File: src/rtl/key_debounce.sv
// key_debounce: synchronises and debounces active-low push buttons into level and pulse events.
// Latency: DEB_CYCLES+3 rising edges from the first edge that samples a new pin level to the output change.
// Backpressure: none; events are single-cycle pulses that must be consumed as they occur.
//
// Ports:
//   CLK_24MHZ   system clock, all state on its rising edge
//   RESET       asynchronous active-high reset
//   KEY_N       raw active-low button pins (asynchronous)
//   KEY_DOWN    debounced level, 1 = held
//   KEY_PRESS   one-cycle pulse per debounced press (and per auto-repeat)
//   KEY_RELEASE one-cycle pulse per debounced release
//   PRESS_CNT   wrapping count of KEY_PRESS[0] pulses
//
// Optional feature macro: KEY_REPEAT_EN enables hold-to-repeat KEY_PRESS pulses.

module key_debounce #(
  parameter int CLK_FREQ        = 24000000,
  parameter int NUM_KEYS        = 2,
  parameter int DEBOUNCE_MS     = 20,
  parameter int DEB_CYCLES      = CLK_FREQ / 1000 * DEBOUNCE_MS,
  parameter int REPEAT_DELAY_MS = 500,
  parameter int REPEAT_RATE_MS  = 100
) (
  input  logic                CLK_24MHZ,
  input  logic                RESET,
  input  logic [NUM_KEYS-1:0] KEY_N,
  output logic [NUM_KEYS-1:0] KEY_DOWN,
  output logic [NUM_KEYS-1:0] KEY_PRESS,
  output logic [NUM_KEYS-1:0] KEY_RELEASE,
  output logic [7:0]          PRESS_CNT
);

  // Debounce counter needs at least one bit even when DEB_CYCLES == 1.
  localparam int CW = (DEB_CYCLES > 1) ? $clog2(DEB_CYCLES) : 1;

  typedef enum logic [1:0] {
    RELEASED    = 2'd0,
    DEB_PRESS   = 2'd1,
    PRESSED     = 2'd2,
    DEB_RELEASE = 2'd3
  } state_t;

`ifdef KEY_REPEAT_EN
  localparam int REP_DLY  = CLK_FREQ / 1000 * REPEAT_DELAY_MS;
  localparam int REP_RATE = CLK_FREQ / 1000 * REPEAT_RATE_MS;
  localparam int RW       = $clog2(REP_DLY + 1);

  // The repeat counter reloads to REP_DLY-REP_RATE after each repeat, so the
  // rate must not exceed the initial delay.
  if (DEB_CYCLES < 1 || REP_DLY < 1 || REP_RATE < 1 || REP_RATE > REP_DLY) begin : g_bad_param
    $error("key_debounce: invalid debounce/repeat parameters");
  end
`else
  if (DEB_CYCLES < 1 || REPEAT_DELAY_MS < 0 || REPEAT_RATE_MS < 0) begin : g_bad_param
    $error("key_debounce: invalid debounce parameters");
  end
`endif

  // Two-flop synchroniser; reset to the released (high) pin level.
  logic [NUM_KEYS-1:0] sync1_q;
  logic [NUM_KEYS-1:0] sync2_q;
  logic [NUM_KEYS-1:0] k_s;

  always_ff @(posedge CLK_24MHZ or posedge RESET) begin
    if (RESET) begin
      sync1_q <= '1;
      sync2_q <= '1;
    end else begin
      sync1_q <= KEY_N;
      sync2_q <= sync1_q;
    end
  end

  assign k_s = ~sync2_q;

  state_t              state_q [NUM_KEYS];
  state_t              state_d [NUM_KEYS];
  logic [CW-1:0]       cnt_q   [NUM_KEYS];
  logic [CW-1:0]       cnt_d   [NUM_KEYS];
  logic [NUM_KEYS-1:0] down_d;
  logic [NUM_KEYS-1:0] press_d;
  logic [NUM_KEYS-1:0] rel_d;
`ifdef KEY_REPEAT_EN
  logic [RW-1:0]       rcnt_q  [NUM_KEYS];
  logic [RW-1:0]       rcnt_d  [NUM_KEYS];
`endif

  always_comb begin
    down_d  = KEY_DOWN;
    press_d = '0;
    rel_d   = '0;
    for (int k = 0; k < NUM_KEYS; k++) begin
      state_d[k] = state_q[k];
      cnt_d[k]   = cnt_q[k];
`ifdef KEY_REPEAT_EN
      // Cleared in every state other than PRESSED, so entry always restarts the delay.
      rcnt_d[k]  = '0;
`endif
      case (state_q[k])
        RELEASED: begin
          if (k_s[k]) begin
            state_d[k] = DEB_PRESS;
            cnt_d[k]   = '0;
          end
        end
        DEB_PRESS: begin
          if (!k_s[k]) begin
            state_d[k] = RELEASED;
          end else if (cnt_q[k] == CW'(DEB_CYCLES - 1)) begin
            state_d[k] = PRESSED;
            down_d[k]  = 1'b1;
            press_d[k] = 1'b1;
          end else begin
            cnt_d[k] = cnt_q[k] + 1'b1;
          end
        end
        PRESSED: begin
          if (!k_s[k]) begin
            state_d[k] = DEB_RELEASE;
            cnt_d[k]   = '0;
          end
`ifdef KEY_REPEAT_EN
          else if (rcnt_q[k] == RW'(REP_DLY - 1)) begin
            // Reload so the next repeat fires REP_RATE cycles later.
            press_d[k] = 1'b1;
            rcnt_d[k]  = RW'(REP_DLY - REP_RATE);
          end else begin
            rcnt_d[k] = rcnt_q[k] + 1'b1;
          end
`endif
        end
        DEB_RELEASE: begin
          if (k_s[k]) begin
            state_d[k] = PRESSED;
          end else if (cnt_q[k] == CW'(DEB_CYCLES - 1)) begin
            state_d[k] = RELEASED;
            down_d[k]  = 1'b0;
            rel_d[k]   = 1'b1;
          end else begin
            cnt_d[k] = cnt_q[k] + 1'b1;
          end
        end
        default: begin
          state_d[k] = RELEASED;
          cnt_d[k]   = '0;
        end
      endcase
    end
  end

  always_ff @(posedge CLK_24MHZ or posedge RESET) begin
    if (RESET) begin
      for (int k = 0; k < NUM_KEYS; k++) begin
        state_q[k] <= RELEASED;
        cnt_q[k]   <= '0;
`ifdef KEY_REPEAT_EN
        rcnt_q[k]  <= '0;
`endif
      end
      KEY_DOWN    <= '0;
      KEY_PRESS   <= '0;
      KEY_RELEASE <= '0;
      PRESS_CNT   <= '0;
    end else begin
      for (int k = 0; k < NUM_KEYS; k++) begin
        state_q[k] <= state_d[k];
        cnt_q[k]   <= cnt_d[k];
`ifdef KEY_REPEAT_EN
        rcnt_q[k]  <= rcnt_d[k];
`endif
      end
      KEY_DOWN    <= down_d;
      KEY_PRESS   <= press_d;
      KEY_RELEASE <= rel_d;
      // Counts the registered pulse, so the count lags KEY_PRESS[0] by one cycle.
      PRESS_CNT   <= PRESS_CNT + {7'd0, KEY_PRESS[0]};
    end
  end

endmodule

File: config.mk
export PLATFORM = sky130hd
export DESIGN_NAME = key_debounce
export DESIGN_NICKNAME = d
export VERILOG_FILES = /design/src/rtl/key_debounce.sv
export SDC_FILE = /design/constraint.sdc
export NUM_CORES = 1
export LEC_CHECK = 0
export BUFFER_PORTS_ARGS = -buffer_cell sky130_fd_sc_hd__buf_4
export CAP_MARGIN = 20
export CELL_PAD_IN_SITES_DETAIL_PLACEMENT = 1
export CELL_PAD_IN_SITES_GLOBAL_PLACEMENT = 1
export CORE_UTILIZATION = 50
export DETAILED_ROUTE_END_ITERATION = 12
export PLACE_DENSITY_LB_ADDON = 0.1
export SYNTH_ARGS = -nofsm -noshare
export SYNTH_HDL_FRONTEND = slang
export SYNTH_SLANG_ARGS = --single-unit
File: constraint.sdc
create_clock -name CLK_24MHZ -period 5.1 [get_ports CLK_24MHZ]
set_input_delay 0.51 -clock CLK_24MHZ [delete_from_list [all_inputs] [get_ports CLK_24MHZ]]
set_output_delay 0.51 -clock CLK_24MHZ [all_outputs]
set_load 0.01 [all_outputs]
== Yosys cells after proc, flatten, opt, wreduce, memory -nomap -nowiden ==
Cells that the tools add are included.
Operators by class
  add/sub/neg operators: 3
  multiply operators: 0
  divide/modulo/power cells: 0
  $lt $le $gt $ge: 0
  equality and inequality tests: 24
  shifts and indexed selects: 0
  muxes and demuxes: 46
  bitwise gates (word level): 1
  reduce and logical (&&, ||, !) cells: 10
Operators with widths (number)
  $mux W19: 10
  $pmux W19 S4: 2
  $add A19 B1 Y19 const B: 2
  $eq A19 B19 Y1 const B: 2
  $mux W2: 12
  $ne A2 B2 Y1 const B: 12
  $mux W1: 18
  $pmux W2 S4: 2
  $reduce_and A4 Y1: 4
  $ne A3 B3 Y1 const B: 4
  $reduce_and A5 Y1: 2
  $add A8 B1 Y8: 1
  $eq A2 B2 Y1 const B: 4
  $eq A2 B1 Y1 const B: 2
  $logic_not A2 Y1: 2
  $pmux W1 S2: 2
  $reduce_bool A2 Y1: 2
  $not A2 Y2: 1
Storage, ports and cells
  bits in registers: 60
  bits in latches: 0
  bits in writable memories: 0
  bits in read-only memories: 0
  input bits: 4
  output and inout bits: 14
  memories: 0

== Longest topological paths before layout ==
Gate-level depths: netlist (run 1).
  depth after elaboration: 4
  depth in mapped cells: 8
  gate-level depth less buffers: 7

== Least setup slack after synthesis (run 1) ==
No wires, ideal clock.
  kind: register -> register
  start point: register cnt_q[4] in the netlist's numbering
  end point: register cnt_q[17] in the netlist's numbering
  setup time: 69 ps
  data arrival time: 1885 ps
  setup slack: 3146 ps
  stages on the path, launching flop included: 7
  clock period less this slack: 1954 ps
  cells stage by stage: dfrtp_1 > buf_2 > nand4_4 > or4_4 > or3_1 > or4_1 > nand3_1
Between the ends
  word-level cells in the longest chain between the ends: 4
  elaborated cells between the ends (all ways): 6
  those cells by class: add/sub: 1; eq/ne: 1; mux: 4
Ends and longest elaborated chain
  from (decl): line 78  | logic [CW-1:0] cnt_q [NUM_KEYS];
  from (signal, indexed assignment): line 167  | cnt_q[k] <= cnt_d[k];
  $add A19 B1 Y19 or $eq A19 B19 Y1 (tied branches)
  $mux W19 (*): line 109, 135
  $mux W19 (on tied branches): line 133, 107
  $pmux W19 S4 (*): line 99  | case (state_q[k])
Every way passes the cells marked *; elsewhere a longest branch is shown, timed or not. The select of a mux whose other input is x is not followed.
A chain may end at the register's enable or synchronous reset.

== Final worst setup path (run 1) ==
  start point: register state_q[0] in the netlist's numbering
  end point: register cnt_q[17] in the netlist's numbering
Between the ends
  word-level cells in the longest chain between the ends: 3
  elaborated cells between the ends (all ways): 10
  those cells by class: eq/ne: 7; mux: 1; reduce/logical: 2
Ends and longest elaborated chain
  from (decl): line 76  | state_t state_q [NUM_KEYS];
  from (signal, indexed assignment): line 166  | state_q[k] <= state_d[k];
  $eq A2 B2 Y1, or another cell as far along: line 99
  $ne A2 B2 Y1 (no source line)
  $reduce_and A4 Y1 (no source line)
Several ways; a longest one is shown, not always the timed one.

==> out/qor.tcl, run 1 <==
set qor(synth_compound_area_share_pct) 13.7
set qor(route.antenna.remaining_nets) 0
set qor(vias) 2513
set qor(vdd.ir_drop.worst_uv) 180
set qor(ios) 18
set qor(slew_headroom_pct) 49.9
set qor(regArea_mm2) 0.00151
set qor(critical_path.top_delay_family) {simple AND/OR/NAND/NOR gates}
set qor(critical_path.endpoint_type) {register}
set qor(synth_simple_gate_area_share_pct) 26.9
set qor(cts_htree_levels) 3
set qor(synth-async-reset-ratio_pct) 100
set qor(reg2reg_depth) 5
set qor(area_growth_pct) 12.7
set qor(drive_above_1_share_pct) 14.6
set qor(internal-power_w) 0.000741
set qor(most-common-layout-cells) {56 x dfrtp_1, 39 x nand2_1, 27 x nand3_1}
set qor(worstPathBufferInverterCount) 0
set qor(dpl-instance-area_mm2) 0.00319
set qor(cts-resized-gates) 0
set qor(detailed_route_wire_length_per_cell_um) 17.4
set qor(synth_top_cell_by_area) {dfrtp_1}
set qor(worst_r2r_startpoint) {state_q[0]}
set qor(cts-hold-fix-buffers) 0
set qor(r2r_setup_slack_ns) 2.73
set qor(drtPass1Iterations) 4
set qor(grtUsageTotal_pct) 25.1
set qor(syn_inst) 320
set qor(dp_slack_ns) 2.70
set qor(routed_via_density) 6.06
set qor(clockRootBuffer) {clkbuf_8}
set qor(rows) 27
set qor(period_needed_ns) 2.37
set qor(remaining_drc_errors) 0
set qor(ys_seq_area_share_pct) 50.0
set qor(setup_viol) 0
set qor(core_area_mm2) 0.00568
set qor(routabilityCongestion) 0.770
set qor(static_leak_nw) 1.49
set qor(timing.final.max_slew_violations) 0
set qor(yosysTopAreaCellShare_pct) 46.5
set qor(count_of_different_cell_masters_after_synthesis) 45
set qor(cp.depth) 5
set qor(switching_share_pct) 25.8
set qor(grt_pass1_vias) 2493
set qor(clock_tree_from_tritoncts) {built}
set qor(num-nets-final) 346
set qor(synth_top_family_by_area) {simple AND/OR/NAND/NOR gates}
set qor(postCtsSetupBuffers) 0
set qor(yosys_register_bits) 60
set qor(synthesized_area_fraction_occupied_by_adder_cells_pct) 1.66
set qor(detailedRoute.firstIterationViolations) 123
set qor(antenna_found_initial) 0
set qor(grt_overflow) 0
set qor(timing.critical_path.from) {state_q[0]}
set qor(chip_height_um) 79.7
set qor(tritoncts_num_sinks) 60
set qor(cap_viol_max_count) 0
set qor(antennaDiodeCount) 0
set qor(detail_route.wirelength_um) 7220
set qor(synth_ff_type) {dfrtp_1}
set qor(multiInputGateArea_mm2) 0.00141
set qor(floorplan.initialDensity_pct) 53.1
set qor(cts-root-to-sink-buffers) 2
set qor(cp_slowest_stage_delay_ns) 0.56
set qor(grt_first_pass_wirelength_um) 12200
set qor(outcome) {finished, final reports clean}
set qor(cp-start-kind) {register}
set qor(hpwlAfterDp_um) 4670
set qor(critical_path.slowest_cell) {a21o_1}
set qor(worst_hold_startpoint) {KEY_N[1]}
set qor(crit_type) {register to register}
set qor(grt_start_max_net_pins) 61
set qor(grt_setup_unrepaired) {false}
set qor(synth.yosys.warnings) 0
set qor(die_w_um) 79.7
set qor(hold_depth) 1
set qor(die_area_mm2) 0.00635
set qor(tritoncts.num_buffers) 9
set qor(clkLatencyLatePin_ns) 0.35
set qor(synth_xor_xnor_area_share_pct) 2.32
set qor(worst_setup_hold_path_clk_slew_ns) 0.08
set qor(worstMarginPinSlew_ns) 0.752
set qor(synth.area.top_cells) {dfrtp_1 46%, nand2_1 4.9%, nand3_1 4.5%}
set qor(arrival_ns) 2.60
set qor(synthMuxAreaShare_pct) 1.99
set qor(share_of_total_power_in_sequential_cells_pct) 51.0
set qor(summed_instance_area_of_the_synthesized_netlist_mm2) 0.00302
set qor(synthesis.area_per_instance_um2) 9.42
set qor(hold_viol) 0
set qor(cp_max_fo) 20
set qor(synth_nets) 328
set qor(synth_enable_flop_cells) 0
set qor(fin_crit_sh_pct) 46.5
set qor(clockPowerShare_pct) 44.3
set qor(commonest_non_fill_non_tap_cell_in_the_layout) {dfrtp_1}
set qor(cp_data_required_time_ns) 5.33
set qor(worst_clock_skew_ns) 0.0110
set qor(timing.hold.worst.class) {input port to register}
set qor(n_fill_cell) 657
set qor(p_per_area_mw_per_mm2) 293
set qor(port_buffers) 17
set qor(power.combinational.fraction_pct) 4.7
set qor(setup_total_negative_slack_ns) 0
set qor(chain_of_cells_forming_the_critical_path) {or4bb_1 > nor3_2 > a21o_1 > or4_1 > nand3_1}
set qor(post-route-worst-setup-slack_ns) 2.73
set qor(netSwitchingPower_w) 0.000257
set qor(maxClockFrequency_ghz) 0.422
set qor(design_area_mm2) 0.00340
-- per-layer routing --
metal  track usage (%)  vias up  part of all wire, %
li1                  -     1199                    -
met1              32.4     1268                   46
met2              41.5       32                   50
met3              4.57       14                  2.5
met4              9.82        0                  1.8
met5                 0        -                    0
-- worst register-to-register path, stage by stage, from the launching register on --
cell     delay [ns]
dfrtp_1        0.55
or4bb_1        0.53
nor3_2         0.32
a21o_1         0.56
or4_1          0.21
nand3_1        0.08
-- final timing paths --
| kind | to |
|---|---|
| setup / recovery | cnt_q[17] |
| hold / removal | sync1_q[1] |
| setup reg to reg | cnt_q[17] |
| hold reg to reg | sync2_q[0] |
| max in group asynchronous | cnt_q[13] |
| min in group asynchronous | KEY_PRESS[0] |
-- flip-flops by register name, indices dropped and copies added, names as in the netlist, named ones only --
signal and count:
KEY_RELEASE 2, KEY_DOWN 2, sync2_q 2, sync1_q 2, state_q 2, PRESS_CNT 8
cnt_q 38, KEY_PRESS 2
-- synth_stat cells (3+ instances only) --
cell,instances
o21ai_1,3
xor2_1,4
xnor2_1,4
dfstp_2,4
or4_1,5
or3_1,4
and2_1,6
nand4_1,9
clkbuf_1,6
o31ai_1,5
nand4b_1,3
ha_1,4
nand2_1,39
dfrtp_1,56
mux2i_1,6
o41ai_1,6
a21oi_1,14
inv_1,11
nor2_1,18
o21ai_0,21
or2_2,3
and3_1,8
buf_2,7
a31oi_1,8
nand3_1,27
o21a_1,3
nor4_1,7
nor3_1,7
-- area by class of cell --
type | instances | area share, %
Clock buffer | 10 | 4.05
Timing Repair Buffer | 20 | 4.42
Sequential cell | 60 | 44.3
Inverter | 12 | 1.32
Multi-Input combinational cell | 235 | 41.4
Clock inverter | 6 | 1.88
Tap cell | 72 | 2.65
-- per-stage QoR --
stage / total power (W) / hold slack, ns / utilization (%) / instances
after CTS: 0.00100 / 0.265 / 59.8 / 414
after floorplan: 0.000548 / 0.345 / - / 320
after detailed placement: 0.000565 / 0.348 / 56.2 / 398
final: 0.000998 / 0.269 / 59.9 / 415
after global routing: 0.00103 / 0.260 / 59.9 / 415
after global placement: 0.000562 / 0.345 / 56.2 / 398
-- power by group through the flow --
| stage | logic [W] | registers [W] | clock network, W |
|---|---|---|---|
| 4_1_cts | 0.0000478 | 0.000509 | 0.000446 |
| 3_3_place_gp | 0.0000454 | 0.000517 | 0 |
| 6_report | 0.0000469 | 0.000509 | 0.000441 |
| 5_1_grt | 0.0000545 | 0.000511 | 0.000467 |
| 2_1_floorplan | 0.0000415 | 0.000506 | 0 |
| 3_5_place_dp | 0.0000476 | 0.000518 | 0 |
-- logic make-up after synthesis --
logic type,count (synthesis)
and+or+nand+nor,149
AOI/OAI and AO/OA,68
DFF,60
buffers and inverters,25
xor gates and xnor gates,8
muxes,6
adders and majority gates,4
Note: power is estimated with default switching activity, not from simulation.
==> run 2: changes to the inputs <==
Settings changed: CORE_UTILIZATION 50 to 42.
Clock period 5.1 ns to 1.98 ns, I/O delays scaled along.
==> run 2 against run 1 <==
Worst hold slack gained 0.089 ns. Largest cell class unchanged. Largest power group unchanged. Critical path depth is the same. Clock-buffer cell count is the same. First-iteration DRC count shrank 36%. Clock skew shrank 0.0033 ns. Global-route usage shrank 2.3 points. Utilization shrank 5.1 points. Critical path type unchanged. Clock power grew 130%.
==> out/qor.tcl, run 2 (synthesis results as in run 1) <==
set qor(grtUsageTotal_pct) 22.7 ;# was 25.1%
set qor(vias) 2632 ;# was 2,513
set qor(met3_length_um) 192 ;# was 180 um
set qor(static_leak_nw) 1.68 ;# was 1.49 nW
set qor(drt-met1-wl_um) 3320 ;# was 3330 um
set qor(chip_height_um) 86.7 ;# was 79.7 um
set qor(grt_start_max_net_pins) 28 ;# was 61
set qor(detail_route.wirelength_um) 7480 ;# was 7220 um
set qor(num-nets-final) 384 ;# was 346
set qor(die_area_mm2) 0.00752 ;# was 0.00635 mm^2
set qor(hpwlAfterDp_um) 5270 ;# was 4670 um
set qor(setup_total_negative_slack_ns) 0 ;# unchanged
set qor(area_growth_pct) 24.9 ;# was 12.7%
set qor(die_w_um) 86.7 ;# was 79.7 um
set qor(detailed_route_wire_length_per_cell_um) 15.7 ;# was 17.4 um
set qor(fin_crit_sh_pct) 98.3 ;# was 46.5%
set qor(number_of_placed_instances_with_taps_included) 456 ;# was 398
set qor(routabilityCongestion) 0.798 ;# was 0.770
set qor(cp.depth) 5 ;# unchanged
set qor(cts_htree_levels) 3 ;# unchanged
set qor(drive_above_1_share_pct) 23.9 ;# was 14.6%
set qor(grt_first_pass_wirelength_um) 13100 ;# was 12,200 um
set qor(drtPass1Iterations) 4 ;# unchanged
set qor(grt_overflow) 0 ;# unchanged
set qor(tritoncts.num_buffers) 9 ;# unchanged
set qor(worstMarginPinSlew_ns) 0.499 ;# was 0.752 ns
set qor(critical_path.top_delay_family) {simple AND/OR/NAND/NOR gates} ;# unchanged
set qor(route.antenna.remaining_nets) 0 ;# unchanged
set qor(detailedRoute.firstIterationViolations) 79 ;# was 123
set qor(cp_slowest_stage_delay_ns) 0.54 ;# was 0.56 ns
set qor(outcome) {finished, final reports clean} ;# unchanged
set qor(port_buffers) 17 ;# unchanged
set qor(grt_setup_unrepaired) {true} ;# was false
set qor(hold_viol) 0 ;# unchanged
set qor(design_area_mm2) 0.00377 ;# was 0.00340 mm^2
set qor(grt_pass1_vias) 2769 ;# was 2,493
set qor(core_area_mm2) 0.00687 ;# was 0.00568 mm^2
set qor(timing.final.max_slew_violations) 0 ;# unchanged
set qor(dpl-instance-area_mm2) 0.00350 ;# was 0.00319 mm^2
set qor(cts-root-to-sink-buffers) 2 ;# unchanged
set qor(crit_type) {register to register} ;# unchanged
set qor(commonest_non_fill_non_tap_cell_in_the_layout) {dfrtp_1} ;# unchanged
set qor(worst_setup_hold_path_clk_slew_ns) 0.07 ;# was 0.08 ns
set qor(tritoncts_num_sinks) 60 ;# unchanged
set qor(maxClockFrequency_ghz) 0.514 ;# was 0.422 GHz
set qor(topmost_layer_with_routed_signal_wires) {met4} ;# unchanged
set qor(routed_via_density) 5.53 ;# was 6.06
set qor(chain_of_cells_forming_the_critical_path) {nand4_1 > or4_4 > or3_4 > or4_1 > nand3_1} ;# was or4bb_1 > nor3_2 > a21o_1 > or4_1 > nand3_1
set qor(vdd.ir_drop.worst_uv) 424 ;# was 180 uV
set qor(setup_viol) 0 ;# unchanged
set qor(final_util_pct) 54.8 ;# was 59.9%
set qor(floorplan.initialDensity_pct) 43.9 ;# was 53.1%
set qor(fin_cells) 476 ;# was 415
set qor(cp_max_fo) 4 ;# was 20
set qor(most-common-layout-cells) {55 x dfrtp_1, 52 x buf_4, 39 x nand2_1} ;# was 56 x dfrtp_1, 39 x nand2_1, 27 x nand3_1
set qor(ios) 18 ;# unchanged
set qor(most_flops_register) {cnt_q} ;# unchanged
set qor(timing.hold.worst.class) {register to register} ;# was input port to register
set qor(clock_tree_from_tritoncts) {built} ;# unchanged
set qor(reg2reg_depth) 5 ;# unchanged
set qor(routed_met2_length_um) 3830 ;# was 3580 um
set qor(cp-start-kind) {register} ;# unchanged
set qor(regs_by_ff_count) {cnt_q x38, PRESS_CNT x8} ;# unchanged
set qor(clkLatencyLatePin_ns) 0.34 ;# was 0.35 ns
set qor(critical_path.endpoint_type) {register} ;# unchanged
set qor(p_per_area_mw_per_mm2) 661 ;# was 293 mW/mm^2
set qor(critical_path.slowest_cell) {or4_4} ;# was a21o_1
set qor(cp_data_required_time_ns) 2.26 ;# was 5.33 ns
set qor(remaining_drc_errors) 0 ;# unchanged
set qor(arrival_ns) 2.23 ;# was 2.60 ns
set qor(cap_viol_max_count) 0 ;# unchanged
set qor(largest_register_ff_count) 38 ;# unchanged
set qor(clockRootBuffer) {clkbuf_8} ;# unchanged
set qor(period_needed_ns) 1.95 ;# was 2.37 ns
set qor(slew_headroom_pct) 66.7 ;# was 49.9%
set qor(worstPathBufferInverterCount) 0 ;# unchanged
set qor(hold_depth) 0 ;# was 1
set qor(n_fill_cell) 799 ;# was 657
set qor(worst_clock_skew_ns) 0.00768 ;# was 0.0110 ns
set qor(antennaDiodeCount) 0 ;# unchanged
set qor(antenna_found_initial) 0 ;# unchanged
set qor(rows) 30 ;# was 27
run 2: final timing paths:
path                             from            to  slack (ns)
max                          cnt_q[0]     cnt_q[17]        0.03
min                        sync1_q[0]    sync2_q[0]        0.36
max reg2reg                  cnt_q[0]     cnt_q[17]        0.03
min reg2reg                sync1_q[0]    sync2_q[0]        0.36
max in group asynchronous       RESET    sync2_q[1]        0.89
min in group asynchronous       RESET  PRESS_CNT[4]        0.45
run 2: report_power, final:
part / total [W] / switching [W] / internal [W]
registers: 0.00129 / 0.0000265 / 0.00126
logic: 0.000207 / 0.000123 / 0.0000840
clock network: 0.000998 / 0.000516 / 0.000482
total: 0.00249 / 0.000666 / 0.00182
run 2: timing repair:
item                                    CTS  global route
pin swaps                                 1             6
buffers inserted                          0             2
endpoints found under the setup margin    1            24
gates cloned                              0             0
endpoints found under the hold margin    20             0
resized for setup                         0             9
hold buffers                              3             0
run 2: area by class of cell:
class,instances,area (um^2),area share (%)
clock inverter,5,38.8,1.03
timing repair buffer,58,472,12.5
inverter,12,45.0,1.20
sequential,60,1510,40.0
multi-input combinational,235,1450,38.4
tap,96,120,3.19
clock buffer,10,138,3.65
run 2: routing by layer:
metal / vias to the layer above / track usage, %
li1: 1285 / -
met1: 1304 / 27.9
met2: 31 / 39.8
met3: 12 / 3.14
met4: 0 / 10.0
met5: - / 0
run 2: worst reg2reg max path, delay by kind of cell, from the launching register on:
family	cells	cell delay, ns
DFF	1	0.39
and+or+nand+nor	5	1.50
run 2: through the flow:
stage,hold slack (ns),setup WS [ns],total power (W)
after global placement,0.252,0.0203,0.00150
final,0.358,0.0327,0.00249
after CTS,0.360,0.0160,0.00253
after detailed placement,0.254,0.00317,0.00151
after floorplan,0.202,0.0263,0.00141
after global routing,0.361,-0.0318,0.00260
